`src/rtl/axi_burst_master_if.sv`:
```
// AXI4 channel bundle (32-bit address and data, 4-bit IDs) as seen from the master side.
interface AXI_master_p;
    logic [3:0]  awid;
    logic [31:0] awaddr;
    logic [7:0]  awlen;
    logic [2:0]  awsize;
    logic [1:0]  awburst;
    logic        awvalid;
    logic        awready;
    logic [31:0] wdata;
    logic [3:0]  wstrb;
    logic        wlast;
    logic        wvalid;
    logic        wready;
    logic [1:0]  bresp;
    logic        bvalid;
    logic        bready;
    logic [3:0]  arid;
    logic [31:0] araddr;
    logic [7:0]  arlen;
    logic [2:0]  arsize;
    logic [1:0]  arburst;
    logic        arvalid;
    logic        arready;
    logic [31:0] rdata;
    logic [1:0]  rresp;
    logic        rlast;
    logic        rvalid;
    logic        rready;

    modport master (
        output awid, awaddr, awlen, awsize, awburst, awvalid, input awready,
        output wdata, wstrb, wlast, wvalid, input wready,
        input bresp, bvalid, output bready,
        output arid, araddr, arlen, arsize, arburst, arvalid, input arready,
        input rdata, rresp, rlast, rvalid, output rready
    );
endinterface

```
`src/rtl/axi_burst_master.sv`:
```
// Turns single CPU read/write requests into fixed-length AXI4 INCR bursts.
module axi_burst_master #(
    parameter int         RD_BEATS = 4,
    parameter int         WR_BEATS = 1,
    parameter logic [3:0] MID      = 4'd0
) (
    input  logic        clk,
    input  logic        rst,
    AXI_master_p.master master,
    input  logic        req,
    input  logic        write,
    input  logic [2:0]  w_type,
    input  logic [31:0] addr,
    input  logic [31:0] data_in,
    output logic        wbeat_ack,
    output logic [31:0] data_out,
    output logic        rbeat_valid,
    output logic [3:0]  rbeat_idx,
    output logic        done,
    output logic        err,
    output logic        stall
);
    localparam logic [2:0]  CACHE_BYTE  = 3'd0;
    localparam logic [2:0]  CACHE_HWORD = 3'd1;
    localparam logic [31:0] RD_SPAN     = 32'(4 * RD_BEATS);
    localparam logic [31:0] WR_SPAN     = 32'(4 * WR_BEATS);
    localparam logic [3:0]  RD_LAST     = 4'(RD_BEATS - 1);
    localparam logic [3:0]  WR_LAST     = 4'(WR_BEATS - 1);

    typedef enum logic [1:0] {IDLE, RD, WR, WRESP} state_t;

    state_t      state;
    logic [31:0] ar_addr_q, aw_addr_q;
    logic [3:0]  wstrb_q;
    logic [3:0]  rd_cnt, wr_cnt;
    logic        ar_valid_q, r_ready_q, aw_valid_q, w_valid_q, b_ready_q;
    logic        aw_done, w_done, err_acc;
    logic        ar_hs, r_hs, aw_hs, w_hs, b_hs, w_last, r_last_hs, aw_ok, w_ok;

    function automatic logic [3:0] strb_decode(input logic [2:0] wt, input logic [1:0] a);
        case (wt)
            CACHE_BYTE:  return 4'b0001 << a;
            CACHE_HWORD: return a[1] ? 4'b1100 : 4'b0011;
            default:     return 4'b1111;
        endcase
    endfunction

    assign ar_hs     = ar_valid_q & master.arready;
    assign r_hs      = r_ready_q & master.rvalid;
    assign aw_hs     = aw_valid_q & master.awready;
    assign w_hs      = w_valid_q & master.wready;
    assign b_hs      = b_ready_q & master.bvalid;
    assign w_last    = w_valid_q & (wr_cnt == WR_LAST);
    assign r_last_hs = r_hs & master.rlast;
    // Either channel may finish first; the flags remember which one already did.
    assign aw_ok     = aw_done | aw_hs;
    assign w_ok      = w_done | (w_hs & w_last);

    // READY is only ever high in its own state, so these cannot fire elsewhere.
    assign done        = r_last_hs | b_hs;
    assign err         = done & (err_acc
                                 | (r_hs & (master.rresp != 2'b00))
                                 | (b_hs & (master.bresp != 2'b00))
                                 | (r_last_hs & (rd_cnt != RD_LAST)));
    assign stall       = (state == IDLE) ? req : ~done;
    assign wbeat_ack   = w_hs;
    assign rbeat_valid = r_hs;
    assign rbeat_idx   = rd_cnt;
    assign data_out    = master.rdata;

    assign master.arid    = MID;
    assign master.araddr  = ar_addr_q;
    assign master.arlen   = 8'(RD_BEATS - 1);
    assign master.arsize  = 3'd2;
    assign master.arburst = 2'b01;
    assign master.arvalid = ar_valid_q;
    assign master.rready  = r_ready_q;
    assign master.awid    = MID;
    assign master.awaddr  = aw_addr_q;
    assign master.awlen   = 8'(WR_BEATS - 1);
    assign master.awsize  = 3'd2;
    assign master.awburst = 2'b01;
    assign master.awvalid = aw_valid_q;
    assign master.wdata   = data_in;
    assign master.wstrb   = wstrb_q;
    assign master.wlast   = w_last;
    assign master.wvalid  = w_valid_q;
    assign master.bready  = b_ready_q;

    always_ff @(posedge clk) begin
        if (rst) begin
            state      <= IDLE;
            ar_valid_q <= 1'b0;
            r_ready_q  <= 1'b0;
            aw_valid_q <= 1'b0;
            w_valid_q  <= 1'b0;
            b_ready_q  <= 1'b0;
            aw_done    <= 1'b0;
            w_done     <= 1'b0;
            err_acc    <= 1'b0;
            rd_cnt     <= 4'd0;
            wr_cnt     <= 4'd0;
        end else begin
            case (state)
                IDLE: if (req) begin
                    err_acc   <= 1'b0;
                    rd_cnt    <= 4'd0;
                    wr_cnt    <= 4'd0;
                    ar_addr_q <= addr - addr % RD_SPAN;
                    aw_addr_q <= (WR_BEATS == 1) ? addr : addr - addr % WR_SPAN;
                    wstrb_q   <= (WR_BEATS == 1) ? strb_decode(w_type, addr[1:0]) : 4'hF;
                    if (write) begin
                        state      <= WR;
                        aw_valid_q <= 1'b1;
                        w_valid_q  <= 1'b1;
                    end else begin
                        state      <= RD;
                        ar_valid_q <= 1'b1;
                        r_ready_q  <= 1'b1;
                    end
                end
                RD: begin
                    if (ar_hs)
                        ar_valid_q <= 1'b0;
                    if (r_hs) begin
                        rd_cnt <= rd_cnt + 4'd1;
                        if (master.rresp != 2'b00)
                            err_acc <= 1'b1;
                        if (master.rlast) begin
                            state      <= IDLE;
                            r_ready_q  <= 1'b0;
                            ar_valid_q <= 1'b0;
                            rd_cnt     <= 4'd0;
                        end
                    end
                end
                WR: begin
                    if (aw_hs) begin
                        aw_valid_q <= 1'b0;
                        aw_done    <= 1'b1;
                    end
                    if (w_hs) begin
                        if (w_last) begin
                            w_valid_q <= 1'b0;
                            w_done    <= 1'b1;
                        end else begin
                            wr_cnt <= wr_cnt + 4'd1;
                        end
                    end
                    if (aw_ok && w_ok) begin
                        state      <= WRESP;
                        b_ready_q  <= 1'b1;
                        aw_valid_q <= 1'b0;
                        w_valid_q  <= 1'b0;
                        aw_done    <= 1'b0;
                        w_done     <= 1'b0;
                        wr_cnt     <= 4'd0;
                    end
                end
                WRESP: if (b_hs) begin
                    state     <= IDLE;
                    b_ready_q <= 1'b0;
                end
                default: state <= IDLE;
            endcase
        end
    end
endmodule

```
`src/flat_wrapper.sv`:
```
// flat-port wrapper written by rule: the top's interface ports become plain ports
module axi_burst_master_flat 
#(
    parameter int         RD_BEATS = 4,
    parameter int         WR_BEATS = 1,
    parameter logic [3:0] MID      = 4'd0
)
  (clk, rst, req, write, w_type, addr, data_in, wbeat_ack, data_out, rbeat_valid, rbeat_idx, done, err, stall, master_awid, master_awaddr, master_awlen, master_awsize, master_awburst, master_awvalid, master_awready, master_wdata, master_wstrb, master_wlast, master_wvalid, master_wready, master_bresp, master_bvalid, master_bready, master_arid, master_araddr, master_arlen, master_arsize, master_arburst, master_arvalid, master_arready, master_rdata, master_rresp, master_rlast, master_rvalid, master_rready);
  AXI_master_p master_i ();
  input  logic clk;
  input  logic rst;
  input  logic req;
  input  logic write;
  input  logic [2:0] w_type;
  input  logic [31:0] addr;
  input  logic [31:0] data_in;
  output logic wbeat_ack;
  output logic [31:0] data_out;
  output logic rbeat_valid;
  output logic [3:0] rbeat_idx;
  output logic done;
  output logic err;
  output logic stall;
  output wire logic [$bits(master_i.awid)-1:0] master_awid;
  output wire logic [$bits(master_i.awaddr)-1:0] master_awaddr;
  output wire logic [$bits(master_i.awlen)-1:0] master_awlen;
  output wire logic [$bits(master_i.awsize)-1:0] master_awsize;
  output wire logic [$bits(master_i.awburst)-1:0] master_awburst;
  output wire logic [$bits(master_i.awvalid)-1:0] master_awvalid;
  input wire logic [$bits(master_i.awready)-1:0] master_awready;
  output wire logic [$bits(master_i.wdata)-1:0] master_wdata;
  output wire logic [$bits(master_i.wstrb)-1:0] master_wstrb;
  output wire logic [$bits(master_i.wlast)-1:0] master_wlast;
  output wire logic [$bits(master_i.wvalid)-1:0] master_wvalid;
  input wire logic [$bits(master_i.wready)-1:0] master_wready;
  input wire logic [$bits(master_i.bresp)-1:0] master_bresp;
  input wire logic [$bits(master_i.bvalid)-1:0] master_bvalid;
  output wire logic [$bits(master_i.bready)-1:0] master_bready;
  output wire logic [$bits(master_i.arid)-1:0] master_arid;
  output wire logic [$bits(master_i.araddr)-1:0] master_araddr;
  output wire logic [$bits(master_i.arlen)-1:0] master_arlen;
  output wire logic [$bits(master_i.arsize)-1:0] master_arsize;
  output wire logic [$bits(master_i.arburst)-1:0] master_arburst;
  output wire logic [$bits(master_i.arvalid)-1:0] master_arvalid;
  input wire logic [$bits(master_i.arready)-1:0] master_arready;
  input wire logic [$bits(master_i.rdata)-1:0] master_rdata;
  input wire logic [$bits(master_i.rresp)-1:0] master_rresp;
  input wire logic [$bits(master_i.rlast)-1:0] master_rlast;
  input wire logic [$bits(master_i.rvalid)-1:0] master_rvalid;
  output wire logic [$bits(master_i.rready)-1:0] master_rready;
  assign master_awid = master_i.awid;
  assign master_awaddr = master_i.awaddr;
  assign master_awlen = master_i.awlen;
  assign master_awsize = master_i.awsize;
  assign master_awburst = master_i.awburst;
  assign master_awvalid = master_i.awvalid;
  assign master_i.awready = master_awready;
  assign master_wdata = master_i.wdata;
  assign master_wstrb = master_i.wstrb;
  assign master_wlast = master_i.wlast;
  assign master_wvalid = master_i.wvalid;
  assign master_i.wready = master_wready;
  assign master_i.bresp = master_bresp;
  assign master_i.bvalid = master_bvalid;
  assign master_bready = master_i.bready;
  assign master_arid = master_i.arid;
  assign master_araddr = master_i.araddr;
  assign master_arlen = master_i.arlen;
  assign master_arsize = master_i.arsize;
  assign master_arburst = master_i.arburst;
  assign master_arvalid = master_i.arvalid;
  assign master_i.arready = master_arready;
  assign master_i.rdata = master_rdata;
  assign master_i.rresp = master_rresp;
  assign master_i.rlast = master_rlast;
  assign master_i.rvalid = master_rvalid;
  assign master_rready = master_i.rready;
  axi_burst_master #(.RD_BEATS(RD_BEATS), .WR_BEATS(WR_BEATS), .MID(MID)) u_core (.clk(clk), .rst(rst), .master(master_i), .req(req), .write(write), .w_type(w_type), .addr(addr), .data_in(data_in), .wbeat_ack(wbeat_ack), .data_out(data_out), .rbeat_valid(rbeat_valid), .rbeat_idx(rbeat_idx), .done(done), .err(err), .stall(stall));
endmodule
```
`config.mk`:
```
export PLATFORM = sky130hd
export DESIGN_NAME = axi_burst_master_flat
export DESIGN_NICKNAME = d
export VERILOG_FILES = /design/src/rtl/axi_burst_master_if.sv /design/src/rtl/axi_burst_master.sv /design/src/flat_wrapper.sv
export SDC_FILE = /design/constraint.sdc
export NUM_CORES = 1
export LEC_CHECK = 0
export CAP_MARGIN = 20
export CORE_AREA = 2 2 116 118
export DETAILED_ROUTE_END_ITERATION = 10
export DIE_AREA = 0 0 118 120
export GPL_ROUTABILITY_DRIVEN = 0
export PLACE_DENSITY = 0.73
export SLEW_MARGIN = 10
export SYNTH_ARGS = -nofsm -noshare
export SYNTH_HDL_FRONTEND = slang
export SYNTH_SLANG_ARGS = --single-unit
```
`constraint.sdc`:
```
create_clock -name clk -period 10.6 [get_ports clk]
set_clock_uncertainty 0.15 [all_clocks]
set_input_delay 1.06 -clock clk [delete_from_list [all_inputs] [get_ports clk]]
set_output_delay 1.06 -clock clk [all_outputs]
set_load 0.05 [all_outputs]
```
# == After elaboration in Yosys (flattened, before gate mapping) ==
# Cells that the tools add are included.
# word_totals
in_bits,113
register_bits,86
out_inout_bits,181
# op_classes
muxes,48
bitwise_logic,20
n_shift,1
reduce_logical,24
n_addsub,3
eq_ne,17
# ops
operator,n
subtractor 32 x 4 -> 32 bit,1
two-way mux 4 bit,7
two-way mux 1 bit,25
one-hot mux 4 bit (2 select lines),3
nonzero test 2 bit,8
AND reduction 3 bit,5
AND reduction 5 bit,3
AND 1 bit,12
two-way mux 2 bit,6
one-hot mux 1 bit (2 select lines),6
AND reduction 4 bit,3
"!= test 3 x 1 -> 1 bit, second input constant",3
"adder 4 x 1 -> 4 bit, second input constant",2
"!= test 2 x 1 -> 1 bit, second input constant",4
"!= test 2 bit, second input constant",4
one-hot mux 2 bit (4 select lines),1
bitwise OR 1 bit,6
"equality test 2 bit, second input constant",2
zero test 4 bit,1
"!= test 4 x 2 -> 1 bit, second input constant",1
"left shift 1 x 2 -> 4 bit, first input constant",1
"equality test 3 x 1 -> 1 bit, second input constant",1
zero test 3 bit,1
"!= test 3 bit, second input constant",1
5 further kinds,6

# == Depth between registers and ports, before layout ==
# Gate-level depths: netlist of run 1.
# depth
depth_word,7
mapped_depth,6
mapped_depth_nobuf,6

# == Worst setup path before layout of run 1 ==
# No wires, ideal clock.
# synth_path
kind,input-to-reg
from,input port rst
to,"register u_core.ar_addr_q[10] (netlist: u_core.master.araddr[10]), enable pin"
path_stages,3
required_ns,9.892
t_arrival_ns,5.765
slack_ns,4.127
setup_ns,0.558
path_cell_list,buf_1 > clkbuf_1 > nor3_1
# synth_via
elab_chain_len,2
# synth_rtl
item,line_no,rtl
"start, declared",flat_wrapper.sv:11,input logic rst;
inverter 1 bit (no line),-,
AND reduction 3 bit (no line),-,
"end signal, assigned",axi_burst_master.sv:109,ar_addr_q <= addr - addr % RD_SPAN;
"end, declared",axi_burst_master.sv:33,"logic [31:0] ar_addr_q, aw_addr_q;"
# Every way passes these cells.
# A chain may end at the register's enable or synchronous reset.

# == Final worst setup path of run 1 ==
# layout_path
from,input port master_rlast
to,output port err
# layout_via
elab_chain_len,4
# layout_rtl
item,line_no,rtl
"start, declared",flat_wrapper.sv:48,input wire logic [$bits(master_i.rlast)-1:0] master_rlast;
AND 1 bit *,axi_burst_master.sv:54,assign r_last_hs = r_hs & master.rlast;
AND 1 bit,axi_burst_master.sv:64,| (r_last_hs & (rd_cnt != RD_LAST)));
bitwise OR 1 bit,axi_burst_master.sv:64,
AND 1 bit *,axi_burst_master.sv:61,assign err = done & (err_acc
"end, declared",flat_wrapper.sv:22,output logic err;
# Mark *: on every way between the ends. The rest lies on a longest branch, timed or not.

==> results.json, run 1 <==
{
  "final_common_cell": "clkdlybuf4s50_1",
  "clk_transition_reported_paths_ps": 60,
  "slew_headroom": 0.501,
  "first_pass_iters": 6,
  "clock_latency_ps": 320,
  "finalSetupViolCount": 0,
  "die_w_microns": 118,
  "worstMarginPinSlew_ps": 748,
  "fp.coreArea_sq_mm": 0.0130,
  "hold_path_class": "reg -> reg",
  "setup_tns_ps": 0,
  "rows": 42,
  "synthFlopType": "edfxtp_1",
  "synthArstFlopShare": 0,
  "cts-root-buf": "clkbuf_16",
  "start_kind": "input pin",
  "ys_types": 45,
  "hold_buffers": 0,
  "r2r_slack_ps": 8470,
  "seq_area_frac_synth": 0.571,
  "synth.area.top_cells": "edfxtp_1 48%, buf_4 20%, dfxtp_1 9.3%",
  "layout_common_cells": "127 x clkdlybuf4s50_1, 62 x edfxtp_1, 38 x conb_1, 21 x nor2_1, 18 x dfxtp_1",
  "syn_inst": 341,
  "hold_ws_ps": 340,
  "yosysTopAreaCell": "edfxtp_1",
  "grt_max_degree": 63,
  "grt_first_pass_wirelength_microns": 14500,
  "cts_resized": 0,
  "ctsLongestPathBuffers": 2,
  "vdd_drop_max_mv": 0.0690,
  "rsz0062_at_grt": "no",
  "cp.arrival_ps": 2920,
  "synth_edf_count": 62,
  "start_util": 0.300,
  "post_cts_buffers": 0,
  "cts_tree": "yes",
  "grt_pass1_vias": 2296,
  "layout-drive-gt1-share": 0.0672,
  "drv_cap": 0,
  "drc_errors": 0,
  "crit_start": "master_rlast",
  "layout.nets": 498,
  "wl_per_cell_microns": 17.9,
  "yosys_warnings": 0,
  "wirelength_microns": 10100,
  "worst-endpoint-required_ps": 9390,
  "grt_usage": 0.139,
  "cts_buffers": 9,
  "worst_hold_path.endpoint": "u_core.err_acc",
  "worstSetupPathType": "in -> out",
  "drtIter0Drc": 189,
  "synth_area_sq_mm": 0.00389,
  "slew_violations": 0,
  "power.density_mw_per_mm2": 167,
  "power.leakage_nw": 1.78,
  "viasPerCell": 4.31,
  "synth_top_area_share": 0.478,
  "outcome": "finished, final reports clean",
  "hold_depth": 2,
  "worstSetupEndpointType": "primary output",
  "worstPathMaxFanout": 7,
  "dr_total_vias": 2429,
  "dieArea_sq_mm": 0.0142,
  "io-pin-count": 294,
  "synth-seq-cells": 80,
  "r2r_end": "u_core.wr_cnt[2]",
  "period_share": 0.390,
  "clock-sinks": 80,
  "reg2reg_depth": 6,
  "finalHoldViolCount": 0,
  "max_freq_ghz": 0.242,
  "grt_overflow_total": 0,
  "finalCriticalPeriod_ps": 4130,
  "die_h_microns": 120,
  "area_delta_synth_final_pct": 27.0,
  "ctsHtreeMaxLevel": 3,
  "dp_hpwl_microns": 8380,
  "antenna_found_initial": 0,
  "min_from": "u_core.err_acc",
  "port_buffers": 127,
  "n_antenna_cell": 0,
  "synth_area_per_cell_sq_um": 11.4,
  "ant_nets": 0,
  "worstReg2RegStart": "u_core.wr_cnt[0]"
}
## cell usage after synthesis (2+ instances only)
master	count
a2bb2oi_1	2
clkbuf_1	28
nor2b_1	4
nor3_1	6
o21ai_0	9
mux2i_1	2
inv_1	11
nand3b_1	2
nand2b_1	2
dfxtp_1	18
conb_1	2
edfxtp_1	62
nand3_1	6
a21o_1	2
buf_4	104
nor2_1	21
ha_1	3
a21oi_1	9
a31oi_1	6
o211ai_1	2
buf_1	2
a2111oi_2	2
nor3b_1	3
buf_2	2
nand2_1	7
a211oi_1	5
## registers in the layout, summed over array words and instances, names as in the netlist
signal                 flops
u_core.aw_done             1
u_core.err_acc             1
u_core.master.araddr      26
u_core.master.arvalid      1
u_core.master.awaddr      32
u_core.master.awvalid      1
u_core.master.bready       1
u_core.master.rready       1
u_core.master.wstrb        4
u_core.master.wvalid       1
u_core.rbeat_idx           4
u_core.state               2
u_core.w_done              1
u_core.wr_cnt              4
## report_power, final
group          leakage, nW  internal, mW  switching (mW)
Sequential           0.718         0.355         0.00690
Clock                0.149         0.189           0.112
Combinational        0.915        0.0479           0.114
Total                 1.78         0.592           0.233
## how the worst max path moves through the flow
stage / endpoint / cells past startpoint
floorplan: u_core.master.araddr[10] / 3
CTS: err / 6
global placement: err / 6
global route: err / 6
finish: err / 6
detailed placement: err / 6
## metrics by stage
stage	power [mW]	util	cells	instance area (sq um)	setup slack, ps
4_1_cts	0.837	0.381	563	4940	6480
5_1_grt	0.857	0.381	563	4940	6390
3_3_place_gp	0.529	0.358	547	4640	6530
3_5_place_dp	0.531	0.358	547	4640	6490
2_1_floorplan	0.555	-	377	4030	4130
6_report	0.825	0.381	563	4940	6470
## worst max-delay path, cell delays in order
cell	delay, ps
clkdlybuf4s50_1	600
nand3_1	140
nand2_1	130
o21ai_0	100
o221ai_1	70
clkdlybuf4s50_1	830
## per-layer routing
metal	GRT usage	vias to the layer above	routed length [microns]
li1	-	1108	-
met5	0	-	0
met2	0.249	225	5180
met1	0.111	1082	2880
met4	0.0663	0	262
met3	0.102	14	1780
## layout make-up
type | count | area, sq um
inverter | 11 | 41.3
sequential | 80 | 2220
tap | 176 | 220
fill | 1215 | 8040
clock inverter | 5 | 57.6
multi-input combinational | 150 | 865
timing repair buffer | 130 | 1290
clock buffer | 11 | 243
## cells by family after synthesis
kind of cell | Yosys count | share of synthesized area
other | 2 | 0.00193
DFF | 80 | 0.571
buffers and inverters | 147 | 0.243
and+or+nand+nor | 58 | 0.0772
muxes | 2 | 0.00514
AOI/OAI and AO/OA | 49 | 0.0923
adders and majority gates | 3 | 0.00965
(Power assumes the default switching activity.)
==> run 2, diff against run 1 <==
--- a/config.mk
+++ b/config.mk
@@ -6,11 +6,11 @@
 export NUM_CORES = 1
 export LEC_CHECK = 0
 export CAP_MARGIN = 20
-export CORE_AREA = 2 2 116 118
+export CORE_MARGIN = 1
+export CORE_UTILIZATION = 31
 export DETAILED_ROUTE_END_ITERATION = 10
-export DIE_AREA = 0 0 118 120
 export GPL_ROUTABILITY_DRIVEN = 0
-export PLACE_DENSITY = 0.73
+export PLACE_DENSITY = 0.78
 export SLEW_MARGIN = 10
 export SYNTH_ARGS = -nofsm -noshare
 export SYNTH_HDL_FRONTEND = slang
==> constraint.sdc (replaced) <==
create_clock -name clk -period 3.8 [get_ports clk]
set_clock_uncertainty 0.15 [all_clocks]
set_input_delay 0.38 -clock clk [delete_from_list [all_inputs] [get_ports clk]]
set_output_delay 0.38 -clock clk [all_outputs]
set_load 0.05 [all_outputs]
==> run 2 against run 1 <==
  * Die area fell by 8.2%
  * Worst setup slack got worse by 5500 ps
  * Largest cell class unchanged
  * Final area fell by 0.51%
  * Critical path type is now reg -> out
==> results.json, run 2 (synthesis results as in run 1) <==
{
  "cp_num_buf_inv": 2,
  "worstSetupPathType": "reg -> out",
  "grt_pass1_vias": 2329,
  "cp.arrival_ps": 2270,
  "rows": 40,
  "clock-sinks": 80,
  "layout.nets": 498,
  "worstReg2RegStart": "u_core.wr_cnt[0]",
  "cts_buffers": 9,
  "area_delta_synth_final_pct": 26.4,
  "critPathSlowestCell": "clkdlybuf4s50_1",
  "post_cts_buffers": 0,
  "grt_max_degree": 63,
  "r2r_slack_ps": 1650,
  "swShare": 0.295,
  "crit_cells": 5,
  "slew_violations": 0,
  "ctsLongestPathBuffers": 2,
  "start_kind": "flip-flop",
  "grt_first_pass_wirelength_microns": 14400,
  "period_share": 0.736,
  "power.leakage_nw": 1.76,
  "first_pass_iters": 5,
  "grt_overflow_total": 0,
  "dpl_cell_area_sq_mm": 0.00465,
  "vdd_drop_max_mv": 0.177,
  "cts-root-buf": "clkbuf_16",
  "slew_headroom": 0.587,
  "power.internal_mw": 1.57,
  "worstPathCellList": "inv_1, ha_1, nor3b_2, and2_1, clkdlybuf4s50_1",
  "rsz0062_at_grt": "no",
  "finalCriticalPeriod_ps": 2800,
  "antenna_found_initial": 0,
  "setup_tns_ps": 0,
  "viasPerCell": 4.45,
  "grt_usage": 0.154,
  "ant_nets": 0,
  "max_freq_ghz": 0.358,
  "seq_power_share": 0.455,
  "worstPathMaxFanout": 5,
  "clock_latency_ps": 320,
  "finalSetupViolCount": 0,
  "largest_reg_flops": 32,
  "drv_cap": 0,
  "clkPwrFrac": 0.340,
  "ctsHtreeMaxLevel": 3,
  "reg2reg_depth": 6,
  "netSwitchingPower_mw": 0.655,
  "worst-endpoint-required_ps": 3270,
  "p_comb_frac": 0.205,
  "cp-endpoint": "master_wlast",
  "r2r_end": "u_core.wr_cnt[2]",
  "final_common_cell": "clkdlybuf4s50_1",
  "preCtsSetupSlack_ps": 1050,
  "layout-drive-gt1-share": 0.0646,
  "hold_buffers": 0,
  "power.density_mw_per_mm2": 452,
  "wl_per_cell_microns": 18.5,
  "fp.coreArea_sq_mm": 0.0121,
  "finalInstanceArea_sq_mm": 0.00492,
  "die_h_microns": 114,
  "worstSetupEndpointType": "primary output",
  "dieArea_sq_mm": 0.0130,
  "drc_errors": 0,
  "crit_start": "u_core.wr_cnt[0]",
  "dp_hpwl_microns": 8340,
  "dr_total_vias": 2471,
  "drtIter0Drc": 224,
  "finalHoldViolCount": 0,
  "layout_common_cells": "127 x clkdlybuf4s50_1, 62 x edfxtp_1, 38 x conb_1, 21 x nor2_1, 18 x dfxtp_1",
  "clk_transition_reported_paths_ps": 60,
  "port_buffers": 127,
  "cts_tree": "yes",
  "crit_family": "buffers and inverters",
  "worst_slack_ps": 1000,
  "outcome": "finished, final reports clean",
  "n_antenna_cell": 0,
  "hold_path_class": "reg -> reg",
  "die_w_microns": 114,
  "io-pin-count": 294,
  "cts_resized": 0,
  "worstMarginPinSlew_ps": 617,
  "max_stage_delay_ps": 800,
  "wirelength_microns": 10200,
  "start_util": 0.321
}
[run 2: worst min-delay path by stage]
stage	cells past startpoint	slack, ps	to	from
after floorplan	2	310	u_core.aw_done	u_core.aw_done
after global placement	2	320	u_core.aw_done	u_core.aw_done
after detailed placement	2	330	u_core.aw_done	u_core.aw_done
after CTS	2	340	u_core.aw_done	u_core.aw_done
after global routing	2	370	u_core.aw_done	u_core.aw_done
final	2	330	u_core.aw_done	u_core.aw_done
[run 2: cell type report]
| class | instances | area (sq um) |
|---|---|---|
| Clock buffer | 11 | 233 |
| Clock inverter | 5 | 33.8 |
| Fill cell | 1134 | 7190 |
| Inverter | 11 | 41.3 |
| Multi-Input combinational cell | 150 | 871 |
| Sequential cell | 80 | 2220 |
| Tap cell | 168 | 210 |
| Timing Repair Buffer | 130 | 1310 |
[run 2: stage by stage]
| stage | total power [mW] | std cells | hold WS, ps | utilization |
|---|---|---|---|---|
| 2_1_floorplan | 1.55 | 377 | 307 | - |
| 3_3_place_gp | 1.48 | 539 | 321 | 0.384 |
| 3_5_place_dp | 1.49 | 539 | 331 | 0.384 |
| 4_1_cts | 2.25 | 555 | 339 | 0.406 |
| 5_1_grt | 2.32 | 555 | 370 | 0.406 |
| 6_report | 2.22 | 555 | 335 | 0.406 |
[run 2: worst register-to-register path, delay by kind of cell, from the launching register on]
family,cells,cell delay [ps]
buf+inv,1,80
compound gates,3,890
simple gates,1,400
flops,1,350
fa+ha+maj,1,170
[run 2: routing by layer]
metal,wire length [microns],global-route usage
met5,0,0
met1,2900,0.125
met3,1800,0.112
met4,244,0.0667
met2,5300,0.276
[run 2: power by group through the flow]
stage	sequential, mW	combinational [mW]	clock, mW
floorplan	1.15	0.395	0
global placement	1.03	0.451	0
detailed placement	1.03	0.456	0
CTS	1.01	0.458	0.782
global route	1.01	0.476	0.825
finish	1.01	0.456	0.755
==> run 3, diff against run 2 <==
==> constraint.sdc (replaced) <==
create_clock -name clk -period 2.37 [get_ports clk]
set_clock_uncertainty 0.15 [all_clocks]
set_input_delay 0.237 -clock clk [delete_from_list [all_inputs] [get_ports clk]]
set_output_delay 0.237 -clock clk [all_outputs]
set_load 0.05 [all_outputs]
==> run 3 against run 2 <==
  * Via count shrank 0.12%
  * Sequential power grew 60%
  * Worst setup slack lost 720 ps
  * Combinational power grew 64%
  * Highest routed layer unchanged
==> results.json, run 3 (synthesis results as in run 1) <==
{
  "worstPathMaxFanout": 5,
  "hold_depth": 1,
  "wl_per_cell_microns": 18.3,
  "slew_headroom": 0.627,
  "hold_ws_ps": 316,
  "worstSetupEndpointType": "primary output",
  "n_antenna_cell": 0,
  "top_usage_layer": "met2",
  "grt_max_degree": 63,
  "outcome": "finished, final reports clean",
  "fp.coreArea_sq_mm": 0.0121,
  "reg2reg_depth": 6,
  "dr_total_vias": 2468,
  "first_pass_iters": 4,
  "ant_nets": 0,
  "grt_usage": 0.148,
  "grtUsageMet1": 0.118,
  "layout.nets": 498,
  "cts_tree": "yes",
  "power.density_mw_per_mm2": 768,
  "cts_resized": 0,
  "finalInstanceArea_sq_mm": 0.00502,
  "dp_hpwl_microns": 8210,
  "met3_usage": 0.0956,
  "dpl_cell_area_sq_mm": 0.00469,
  "grt_first_pass_wirelength_microns": 14000,
  "clock-sinks": 80,
  "antenna_found_initial": 0,
  "worst_hold_path.endpoint": "u_core.master.awaddr[3]",
  "worstMarginPinSlew_ps": 554,
  "clk_transition_reported_paths_ps": 60,
  "wirelength_microns": 10100,
  "power.leakage_nw": 1.82,
  "final_common_cell": "clkdlybuf4s50_1",
  "viasPerCell": 4.45,
  "hold_buffers": 0,
  "start_kind": "flip-flop",
  "drv_cap": 0,
  "die_w_microns": 114,
  "min_from": "addr[3]",
  "grt_util_met2": 0.283,
  "vdd_drop_max_mv": 0.330,
  "largest_reg_flops": 32,
  "rsz0062_at_grt": "no",
  "utilization": 0.415,
  "layout_common_cells": "121 x clkdlybuf4s50_1, 62 x edfxtp_1, 38 x conb_1, 21 x nor2_1, 17 x dfxtp_1",
  "area_delta_synth_final_pct": 29.1,
  "cts-root-buf": "clkbuf_16",
  "max_freq_ghz": 0.480,
  "clock_latency_ps": 330,
  "slew_violations": 0,
  "layout-drive-gt1-share": 0.0904,
  "r2r_slack_ps": 320,
  "worstReg2RegStart": "u_core.wr_cnt[0]",
  "io-pin-count": 294,
  "power_mw": 3.86,
  "r2r_end": "u_core.wr_cnt[2]",
  "grt_overflow_total": 0,
  "rows": 40,
  "drc_errors": 0,
  "cts_buffers": 9,
  "drtIter0Drc": 261,
  "ctsHtreeMaxLevel": 3,
  "start_util": 0.321,
  "post_cts_buffers": 0,
  "worst-endpoint-required_ps": 1980,
  "worstSetupPathType": "reg -> out",
  "grt_pass1_vias": 2289,
  "ctsLongestPathBuffers": 2,
  "finalHoldViolCount": 0,
  "port_buffers": 127,
  "period_share": 0.879,
  "die_h_microns": 114,
  "finalCriticalPeriod_ps": 2080,
  "cp.arrival_ps": 1700,
  "hold_path_class": "in -> reg",
  "dieArea_sq_mm": 0.0130,
  "finalSetupViolCount": 0
}
## run 3: critical path, stage by stage, from the launching register on
cell and delay (ps):
dfxtp_1 360, inv_1 80, ha_1 170, nor3b_2 320, and2_1 280, buf_12 160
## run 3: cell type report
type / count / area (sq um)
inverters: 11 / 41.3
clock buffers: 10 / 239
clock inverters: 6 / 90.1
fillers: 1115 / 7090
well taps: 168 / 210
multi-input cells: 150 / 878
flip-flops and latches: 80 / 2220
repair buffers: 130 / 1340
## run 3: worst max-delay path by stage
stage | from | to | slack (ps) | cells past startpoint
after global routing | u_core.wr_cnt[0] | master_wlast | 170 | 5
after floorplan | u_core.state[1] | u_core.master.araddr[10] | -260 | 3
after global placement | req | u_core.wr_cnt[3] | 300 | 5
final | u_core.wr_cnt[0] | master_wlast | 290 | 5
after CTS | u_core.wr_cnt[0] | master_wlast | 260 | 5
after detailed placement | req | u_core.wr_cnt[3] | 190 | 5
## run 3: routing by layer
metal,wire (microns),up-vias
met4,131,0
met5,0,-
met3,1680,12
met2,5410,224
met1,2920,1127
li1,-,1105
## run 3: per-stage QoR
step / setup slack (ps) / TNS [ps] / instances
floorplan: -262 / -16260 / 377
global placement: 304 / 0 / 539
detailed placement: 190 / 0 / 539
CTS: 259 / 0 / 555
global route: 169 / 0 / 555
finish: 288 / 0 / 555
## run 3: report_power, final
part | internal, mW | switching (mW) | total [mW]
clock network | 0.954 | 0.532 | 1.49
registers | 1.59 | 0.0343 | 1.62
logic | 0.234 | 0.515 | 0.748
total | 2.78 | 1.08 | 3.86
